[src/rtl/inst_fetch_unit_pkg.sv]
// Shared constants for the instruction fetch unit and its direct-mapped cache array.
package inst_fetch_unit_pkg;

    localparam int unsigned ICACHE_INDEX_WIDTH = 6;
    localparam int unsigned ICACHE_TAG_WIDTH   = 30 - ICACHE_INDEX_WIDTH;

    localparam logic [1:0] IDLE   = 2'd0;
    localparam logic [1:0] REFILL = 2'd1;
    localparam logic [1:0] RESP   = 2'd2;

    function automatic logic [31:0] word_align(input logic [31:0] addr);
        return {addr[31:2], 2'b00};
    endfunction

endpackage

[src/rtl/icache_array.sv]
// Valid/tag/data storage for the instruction cache: combinational lookup, single write port.
module icache_array
    import inst_fetch_unit_pkg::*;
#(
    parameter int unsigned INDEX_WIDTH = ICACHE_INDEX_WIDTH,
    parameter int unsigned TAG_WIDTH   = ICACHE_TAG_WIDTH
) (
    input  logic                   clk_in,
    input  logic                   rst_in,
    input  logic [INDEX_WIDTH-1:0] rd_idx,
    input  logic [TAG_WIDTH-1:0]   rd_tag,
    output logic                   hit,
    output logic [31:0]            rd_data,
    input  logic                   we,
    input  logic [INDEX_WIDTH-1:0] wr_idx,
    input  logic [TAG_WIDTH-1:0]   wr_tag,
    input  logic [31:0]            wr_data
);

    localparam int unsigned LINES = 1 << INDEX_WIDTH;

    logic [LINES-1:0]     valid_q;
    logic [TAG_WIDTH-1:0] tag_q  [LINES];
    logic [31:0]          data_q [LINES];

    always_ff @(posedge clk_in or negedge rst_in) begin
        if (!rst_in) begin
            valid_q <= '0;
        end else if (we) begin
            valid_q[wr_idx] <= 1'b1;
        end
    end

    // Tag and data contents are only meaningful behind a set valid bit.
    always_ff @(posedge clk_in) begin
        if (we) begin
            tag_q[wr_idx]  <= wr_tag;
            data_q[wr_idx] <= wr_data;
        end
    end

    assign hit     = valid_q[rd_idx] && (tag_q[rd_idx] == rd_tag);
    assign rd_data = data_q[rd_idx];

endmodule

[src/rtl/inst_fetch_unit.sv]
// Decoder-facing instruction fetch: cache lookup on request, 4-byte refill over the arbiter port.
module inst_fetch_unit
    import inst_fetch_unit_pkg::*;
#(
    parameter int unsigned INDEX_WIDTH = ICACHE_INDEX_WIDTH,
    parameter int unsigned TAG_WIDTH   = 30 - INDEX_WIDTH
) (
    input  logic        clk_in,
    input  logic        rst_in,
    input  logic        rdy_in,
    input  logic        flush,
    input  logic        mc_en,
    input  logic [31:0] mc_addr,
    output logic        mc_rdy,
    output logic [31:0] mc_data,
    output logic        mem_req,
    output logic [31:0] mem_addr,
    input  logic        mem_gnt,
    input  logic [7:0]  mem_din
);

    logic [1:0]  state_q, state_d;
    logic [2:0]  issued_q, issued_d;
    logic [2:0]  recv_q, recv_d;
    logic        pend_q, pend_d;
    logic [31:0] base_q, base_d;
    logic [31:0] asm_q, asm_d;
    logic        mc_rdy_q, mc_rdy_d;
    logic [31:0] mc_data_q, mc_data_d;
    logic        hit;
    logic [31:0] hit_data;
    logic        fill_we;
    logic        grant;

    icache_array #(
        .INDEX_WIDTH(INDEX_WIDTH),
        .TAG_WIDTH  (TAG_WIDTH)
    ) u_array (
        .clk_in (clk_in),
        .rst_in (rst_in),
        .rd_idx (mc_addr[INDEX_WIDTH+1:2]),
        .rd_tag (mc_addr[31:INDEX_WIDTH+2]),
        .hit    (hit),
        .rd_data(hit_data),
        .we     (fill_we),
        .wr_idx (base_q[INDEX_WIDTH+1:2]),
        .wr_tag (base_q[31:INDEX_WIDTH+2]),
        .wr_data(asm_d)
    );

    assign mem_req  = (state_q == REFILL) && (issued_q < 3'd4) && rdy_in;
    assign mem_addr = base_q + {29'd0, issued_q};
    assign grant    = mem_req && mem_gnt;
    assign mc_rdy   = mc_rdy_q;
    assign mc_data  = mc_data_q;

    always_comb begin
        state_d   = state_q;
        issued_d  = issued_q;
        recv_d    = recv_q;
        base_d    = base_q;
        asm_d     = asm_q;
        mc_rdy_d  = mc_rdy_q;
        mc_data_d = mc_data_q;
        fill_we   = 1'b0;
        pend_d    = grant;

        // Receive path ignores rdy_in so a byte granted just before a stall is not lost.
        if ((state_q == REFILL) && pend_q) begin
            asm_d[{recv_q[1:0], 3'b000} +: 8] = mem_din;
            recv_d = recv_q + 3'd1;
        end

        if (rdy_in) begin
            mc_rdy_d = 1'b0;
            if (flush) begin
                state_d  = IDLE;
                issued_d = 3'd0;
                recv_d   = 3'd0;
                pend_d   = 1'b0;
            end else begin
                case (state_q)
                    IDLE: begin
                        if (mc_en) begin
                            if (hit) begin
                                mc_data_d = hit_data;
                                mc_rdy_d  = 1'b1;
                                state_d   = RESP;
                            end else begin
                                base_d   = word_align(mc_addr);
                                issued_d = 3'd0;
                                recv_d   = 3'd0;
                                pend_d   = 1'b0;
                                state_d  = REFILL;
                            end
                        end
                    end
                    REFILL: begin
                        if (grant) begin
                            issued_d = issued_q + 3'd1;
                        end
                        // Lane 3 may have landed during a stall; complete once enabled.
                        if (recv_d == 3'd4) begin
                            fill_we   = 1'b1;
                            mc_data_d = asm_d;
                            mc_rdy_d  = 1'b1;
                            state_d   = RESP;
                        end
                    end
                    RESP: begin
                        state_d = IDLE;
                    end
                    default: begin
                        state_d = IDLE;
                    end
                endcase
            end
        end
    end

    always_ff @(posedge clk_in or negedge rst_in) begin
        if (!rst_in) begin
            state_q   <= IDLE;
            issued_q  <= 3'd0;
            recv_q    <= 3'd0;
            pend_q    <= 1'b0;
            base_q    <= 32'd0;
            asm_q     <= 32'd0;
            mc_rdy_q  <= 1'b0;
            mc_data_q <= 32'd0;
        end else begin
            state_q   <= state_d;
            issued_q  <= issued_d;
            recv_q    <= recv_d;
            pend_q    <= pend_d;
            base_q    <= base_d;
            asm_q     <= asm_d;
            mc_rdy_q  <= mc_rdy_d;
            mc_data_q <= mc_data_d;
        end
    end

endmodule

[config.mk]
export PLATFORM = sky130hd
export DESIGN_NAME = inst_fetch_unit
export DESIGN_NICKNAME = d
export VERILOG_FILES = /design/src/rtl/inst_fetch_unit_pkg.sv /design/src/rtl/icache_array.sv /design/src/rtl/inst_fetch_unit.sv
export SDC_FILE = /design/constraint.sdc
export NUM_CORES = 2
export LEC_CHECK = 0
export CAP_MARGIN = 20
export CORE_MARGIN = 3
export CORE_UTILIZATION = 35
export DETAILED_ROUTE_END_ITERATION = 7
export PLACE_DENSITY_LB_ADDON = 0.25
export SYNTH_ARGS = -nofsm -noshare
export SYNTH_HDL_FRONTEND = slang
export SYNTH_SLANG_ARGS = --single-unit
[constraint.sdc]
create_clock -name clk_in -period 6.1 [get_ports clk_in]
set_input_delay 1.22 -clock clk_in [delete_from_list [all_inputs] [get_ports clk_in]]
set_output_delay 1.22 -clock clk_in [all_outputs]
set_load 0.01 [all_outputs]
# Word-level counts from Yosys, hierarchy flattened
# Memories as Yosys holds them, arrays and structs flattened.
# Index checks and enable logic that the tools add are counted.
# op_classes
n_bitwise,3
n_addsub,4
muxes,41
magnitude_cmp,4
shifts,2
reduce_logical,13
eq_ne,10
# ops
operator,count
$mux W32,4
$or A64 B64 Y64,1
$pmux W32 S2,1
$add A32 B3 Y32,1
$bwmux W32,1
$shift A8 B7 Y32 const A,1
$shiftx A8 B7 Y32,1
$mux W3,10
$eq A24 B24 Y1,1
$mux W1,16
$lt A6 B7 Y1 const B,2
$reduce_and A5 Y1,2
$ne A3 B3 Y1 const B,3
$mux W2,4
$neg A5 Y7,1
$add A3 B1 Y3 const B,2
$bmux W1 S6,1
$demux W1 S6,1
$ge A6 B1 Y1 const B,1
$logic_and A1 B1 Y1,6
$pmux W3 S2,1
$reduce_and A6 Y1,1
$ne A2 B2 Y1 const B,2
$pmux W2 S2,1
11 further kinds,12
# totals
out_inout_bits,66
memories,2
ram_bits,3584
reg_bits,168
# mem_list
memory,depth,word_bits,read_ports,rd_ports_with_merged_regs,wr,line,text
u_array.data_q,64,32,1,0,1,icache_array.sv:24,logic [31:0] data_q [LINES];
u_array.tag_q,64,24,1,0,1,icache_array.sv:23,logic [TAG_WIDTH-1:0] tag_q [LINES];

# Depth between registers and ports, before layout
# logic_depth
ltp_word,10
ltp_mapped,18
ltp_nobuf,11

# By module
# From an unflattened synthesis, not the netlist that was laid out.
# hier_totals
cells_unflattened,6328
hier_area_um2,144571.2
# by_module_without_submodules
mod,cells_per_inst,instances,area_per_inst_um2
icache_array,5900,1,139347.4
inst_fetch_unit,428,1,5223.8

# Least setup slack after synthesis
# No wires, ideal clock.
# synth_path
path_kind,register -> register
startpoint,register recv_q[0]
endpoint,"memory u_array.data_q[0][0], data pin"
stages_incl_launch_ff,6
path_buffers,0
setup_time_ns,0.718
setup_slack_ns,1.193
t_arrival_ns,4.189
path_cell_list,dfrtp_1 > inv_1 > ha_1 > nor3b_1 > nand2_1 > o21ai_0
# synth_via
elab_chain_len,4
# synth_lines
item,line,text
"start, declared",inst_fetch_unit.sv:24,"logic [2:0] recv_q, recv_d;"
"start signal, assigned",inst_fetch_unit.sv:134,recv_q <= recv_d;
$neg A5 Y7 *,inst_fetch_unit.sv:70,"asm_d[{recv_q[1:0], 3'b000} +: 8] = mem_din;"
$shiftx A8 B7 Y32 or $shift A8 B7 Y32 (tied branches),inst_fetch_unit.sv:70,
$bwmux W32 *,inst_fetch_unit.sv:70,
$mux W32 *,inst_fetch_unit.sv:69,if ((state_q == REFILL) && pend_q) begin
named net asm_d[0],inst_fetch_unit.sv:27,"logic [31:0] asm_q, asm_d;"
"end, declared",icache_array.sv:24,
# The timed path passes the listed nets; every way through them passes the cells marked *.

# Final worst setup path
# layout_path
startpoint,register issued_q[2]
endpoint,output port mem_addr[28]
# layout_via
elab_chain_len,1
# layout_lines
item,line,text
"start, declared",inst_fetch_unit.sv:23,"logic [2:0] issued_q, issued_d;"
"start signal, assigned",inst_fetch_unit.sv:133,issued_q <= issued_d;
$add A32 B3 Y32,inst_fetch_unit.sv:52,"assign mem_addr = base_q + {29'd0, issued_q};"
"end, declared",inst_fetch_unit.sv:17,"output logic [31:0] mem_addr,"
# No other way between the ends.

==> results.py <==
metrics = {
    "status": {
        "outcome": "completed",
    },
    "finish": {
        "finalNonFillerCells": 12900,
        "synthToLayoutAreaGrowth_pct": 17.05,
        "drive_above_1_share_pct": 29.63,
        "final_util_pct": 41.27,
        "nets": 7168,
        "nFillCells": 35680,
    },
    "worst_setup_path": {
        "cp.arrival_ns": 4.43,
        "reg2reg_from": "recv_q[0]$_DFF_PN0_",
        "cp.required_ns": 4.88,
        "slowest_stage": "dfrtp_2",
        "crit_path_cell_trace": "ha_1, ha_1, nand3_1, nor2_1, and3_1, nand2_1, nor2_1, and3_1, nand3_1, xnor2_1, clkdlybuf4s50_1",
        "worstSetupStartpoint": "issued_q[2]$_DFFE_PN0P_",
        "cp_max_fo": 4,
        "start_kind": "register",
        "max_stage_delay_ns": 0.67,
        "critPathKind": "register to output port",
        "worst-path-buf-inv": 1,
        "cp-end-kind": "output port",
        "path_delay_family": "simple AND/OR/NAND/NOR gates",
    },
    "power_and_ir_drop": {
        "ir_drop_mv": 0.2473,
        "p_leak_nw": 57.44,
        "p_per_area_nw_per_um2": 332.6,
        "pwr-share-comb_pct": 6.9,
        "power_frac_seq_pct": 52.3,
        "clock_power_share_pct": 40.8,
        "switching_share_pct": 22.74,
        "switchingPower_mw": 12.83,
        "power.internal_mw": 43.59,
    },
    "route": {
        "drc": 0,
        "firstDrtPassIters": 6,
        "routed_wl_um": 452200,
        "drtIter0Drc": 9461,
        "wl_per_cell_um": 35.06,
        "num_vias": 73250,
        "vias_per_cell": 5.679,
        "antenna_left": 0,
    },
    "timing": {
        "max_freq_mhz": 176.9,
        "period_minus_slack_ns": 5.654,
        "rsz0062_at_grt": "false",
        "clock_skew_ns": 0.07719,
        "hold_viol": 0,
        "fin_crit_sh_pct": 92.68,
        "slew_headroom_pct": 28.54,
        "setup_viol": 0,
        "drv_slew": 0,
        "worst_slew_pin_slew_ns": 1.069,
    },
    "die": {
        "coreArea_sq_um": 411100,
        "die_w_um": 649.5,
        "io_pins": 112,
        "rows": 235,
        "start_util_pct": 35.25,
        "die_area_sq_um": 421800,
        "fp.dieH_um": 649.5,
    },
    "min_path": {
        "min_path_type": "input port to async pin",
    },
    "clock_network": {
        "clockBufferDepth": 4,
        "cts_buffers": 381,
        "clkTransAtPathRegs_ns": 0.06,
        "cts_sinks": 3752,
        "cts_tree": "yes",
        "htreeDepth": 5,
        "ctsHoldBuffers": 0,
        "clockRootBuffer": "clkbuf_16",
        "clock_latency_ns": 0.99,
    },
    "grt": {
        "grt_start_max_net_pins": 115,
        "grt_usage_pct": 21.05,
        "grt_overflow": 0,
        "grt_pass1_vias": 73440,
        "grt_pass1_wl_um": 618000,
        "antenna_found_initial": 17,
    },
    "placement": {
        "place_inst": 12170,
        "gp_congestion": 0.8575,
        "dp.final_hpwl_um": 245700,
        "numPortBuffers": 109,
    },
    "synth": {
        "synth_edf_count": 3584,
        "ys_ff_latch": 3752,
        "yosys_warnings": 0,
        "synth.net_count": 6563,
        "async_flop_share_pct": 4.478,
        "synthFlopType": "edfxtp_1",
        "synthCells": 6508,
        "ys_seq_area_share_pct": 77.17,
        "syn_area_per_cell_sq_um": 22.27,
        "synth_area_sq_um": 144900,
        "yosysUniqueCellTypes": 71,
    },
    "flow_run": {
        "cap_viol_max_count": 0,
    },
}
-- worst reg2reg max path, stage by stage (launching register included) --
cell      delay [ns]
dfrtp_1         0.50
inv_1           0.17
ha_1            0.37
nand2b_1        0.18
o31ai_1         0.29
buf_4           0.17
and3_1          0.64
and2_1          0.31
nand2_1         0.49
nor2_4          0.80
buf_4           0.48
-- cell usage in the layout, fill, tap and decap left out, drive strengths merged, types with 7 or more instances in the layout --
cell type | netlist | routed
o221ai | 7 | 7
mux2 | 108 | 108
or2 | 67 | 67
a31oi | 13 | 13
a211oi | 10 | 10
clkdlybuf4s50 | 0 | 102
mux4 | 906 | 906
o22ai | 33 | 33
clkinvlp | 0 | 16
o211ai | 9 | 9
xnor2 | 32 | 32
o31ai | 8 | 8
a221oi | 19 | 19
inv | 9 | 23
a21oi | 49 | 49
nand4 | 23 | 23
mux2i | 372 | 372
nor2 | 124 | 124
ha | 9 | 9
edfxtp | 3584 | 3584
a22oi | 119 | 119
nand3 | 65 | 65
and2 | 11 | 11
buf | 244 | 459
nor3 | 14 | 14
clkbuf | 96 | 480
xor2 | 27 | 27
diode | 0 | 11
bufinv | 0 | 30
a22o | 7 | 7
o21ai | 59 | 59
dfrtp | 168 | 168
and3 | 15 | 15
nand2 | 218 | 218
clkinv | 4 | 171
nor2b | 18 | 18
-- sequential cells by signal, summed over array words and instances, names as in the netlist, 3 cells and up --
| name | count |
|---|---|
| mc_data | 32 |
| u_array.data_q | 2048 |
| u_array.tag_q | 1536 |
| issued_q | 3 |
| u_array.valid_q | 64 |
| asm_q | 32 |
| recv_q | 3 |
| base_q | 30 |
-- stage by stage --
step	cell area [sq um]	hold WS (ns)	setup WS, ns	total power, mW	TNS (ns)
4_1_cts	169400	0.2636	0.08448	56.79	0
6_report	169600	0.2861	0.4465	56.42	0
2_1_floorplan	144900	0.4334	1.194	32.18	0
3_5_place_dp	157100	0.4485	-0.1642	33.90	-4.573
3_3_place_gp	157100	0.4460	-0.1741	33.76	-5.215
5_1_grt	169600	0.3009	0.2363	58.10	0
-- final timing paths --
path / cells past startpoint / to / slack (ns)
worst max register to register: 10 / u_array.tag_q[1][19]$_DFFE_PP_ / 1.33
worst min-delay path: 1 / base_q[3]$_DFFE_PN0P_ / 0.29
worst max-delay path: 11 / mem_addr[28] / 0.45
min in group clk_in: 1 / u_array.valid_q[34]$_DFFE_PN0P_ / 0.46
worst min register to register: 1 / u_array.valid_q[34]$_DFFE_PN0P_ / 0.46
max in group asynchronous: 2 / issued_q[2]$_DFFE_PN0P_ / 4.48
-- final cells by class --
class | instances | area, sq um | area share (%)
Antenna cell | 11 | 27.53 | 0.01623
Clock buffer | 479 | 10020 | 5.910
Clock inverter | 227 | 2257 | 1.331
Inverter | 13 | 61.31 | 0.03614
Multi-Input combinational cell | 2403 | 32240 | 19.01
Sequential cell | 3752 | 111900 | 65.94
Tap cell | 5451 | 6820 | 4.021
Timing Repair Buffer | 562 | 6339 | 3.737
-- power by group through the flow --
stage | Combinational, mW | Clock [mW] | Sequential [mW]
after floorplan | 1.69 | 0 | 30.5
after global placement | 3.55 | 0 | 30.2
after detailed placement | 3.66 | 0 | 30.2
after CTS | 3.67 | 23.4 | 29.7
after global routing | 4.14 | 24.5 | 29.5
final | 3.88 | 23.0 | 29.5
-- synth_stat cells (29+ instances only) --
master    instances  area (sq um)
edfxtp_1       3584        107600
mux4_2          906         20400
mux2i_1         372          3724
nand2_1         218         818.3
dfrtp_1         168          4204
nor2_1          123         461.7
buf_2           121         605.6
a22oi_1         119         893.4
clkbuf_1         96         360.4
buf_1            67         251.5
or2_2            67         419.2
nand3_1          65         325.3
o21ai_0          56         280.3
mux2_2           51         574.3
a21oi_1          48         240.2
buf_4            38         285.3
o22ai_1          33         206.5
xnor2_1          32         280.3
mux2_1           29         326.6
-- cell families after synthesis --
group | synth area share [%]
flip-flops | 77.17
buffers and inverters | 1.210
XOR/XNOR | 0.3566
adder cells (fa/ha/maj) | 0.07771
multiplexers | 17.56
AND/OR/NAND/NOR | 1.899
AO/OA/AOI/OAI | 1.728
-- layer usage --
metal	up-vias	wire (um)	part of all wire, %	track usage, %
li1	28640	-	-	-
met4	2	16630	3.7	7.145
met2	3379	222400	49	35.02
met1	40530	178700	40	28.32
met3	705	34400	7.6	3.165
met5	-	13	0.0029	0
-- repair_timing --
item                       CTS  global route
setup endpoints to repair    0             1
gates resized for setup      0             1
setup buffers                0             0
Power figures use the tool's default switching activity.
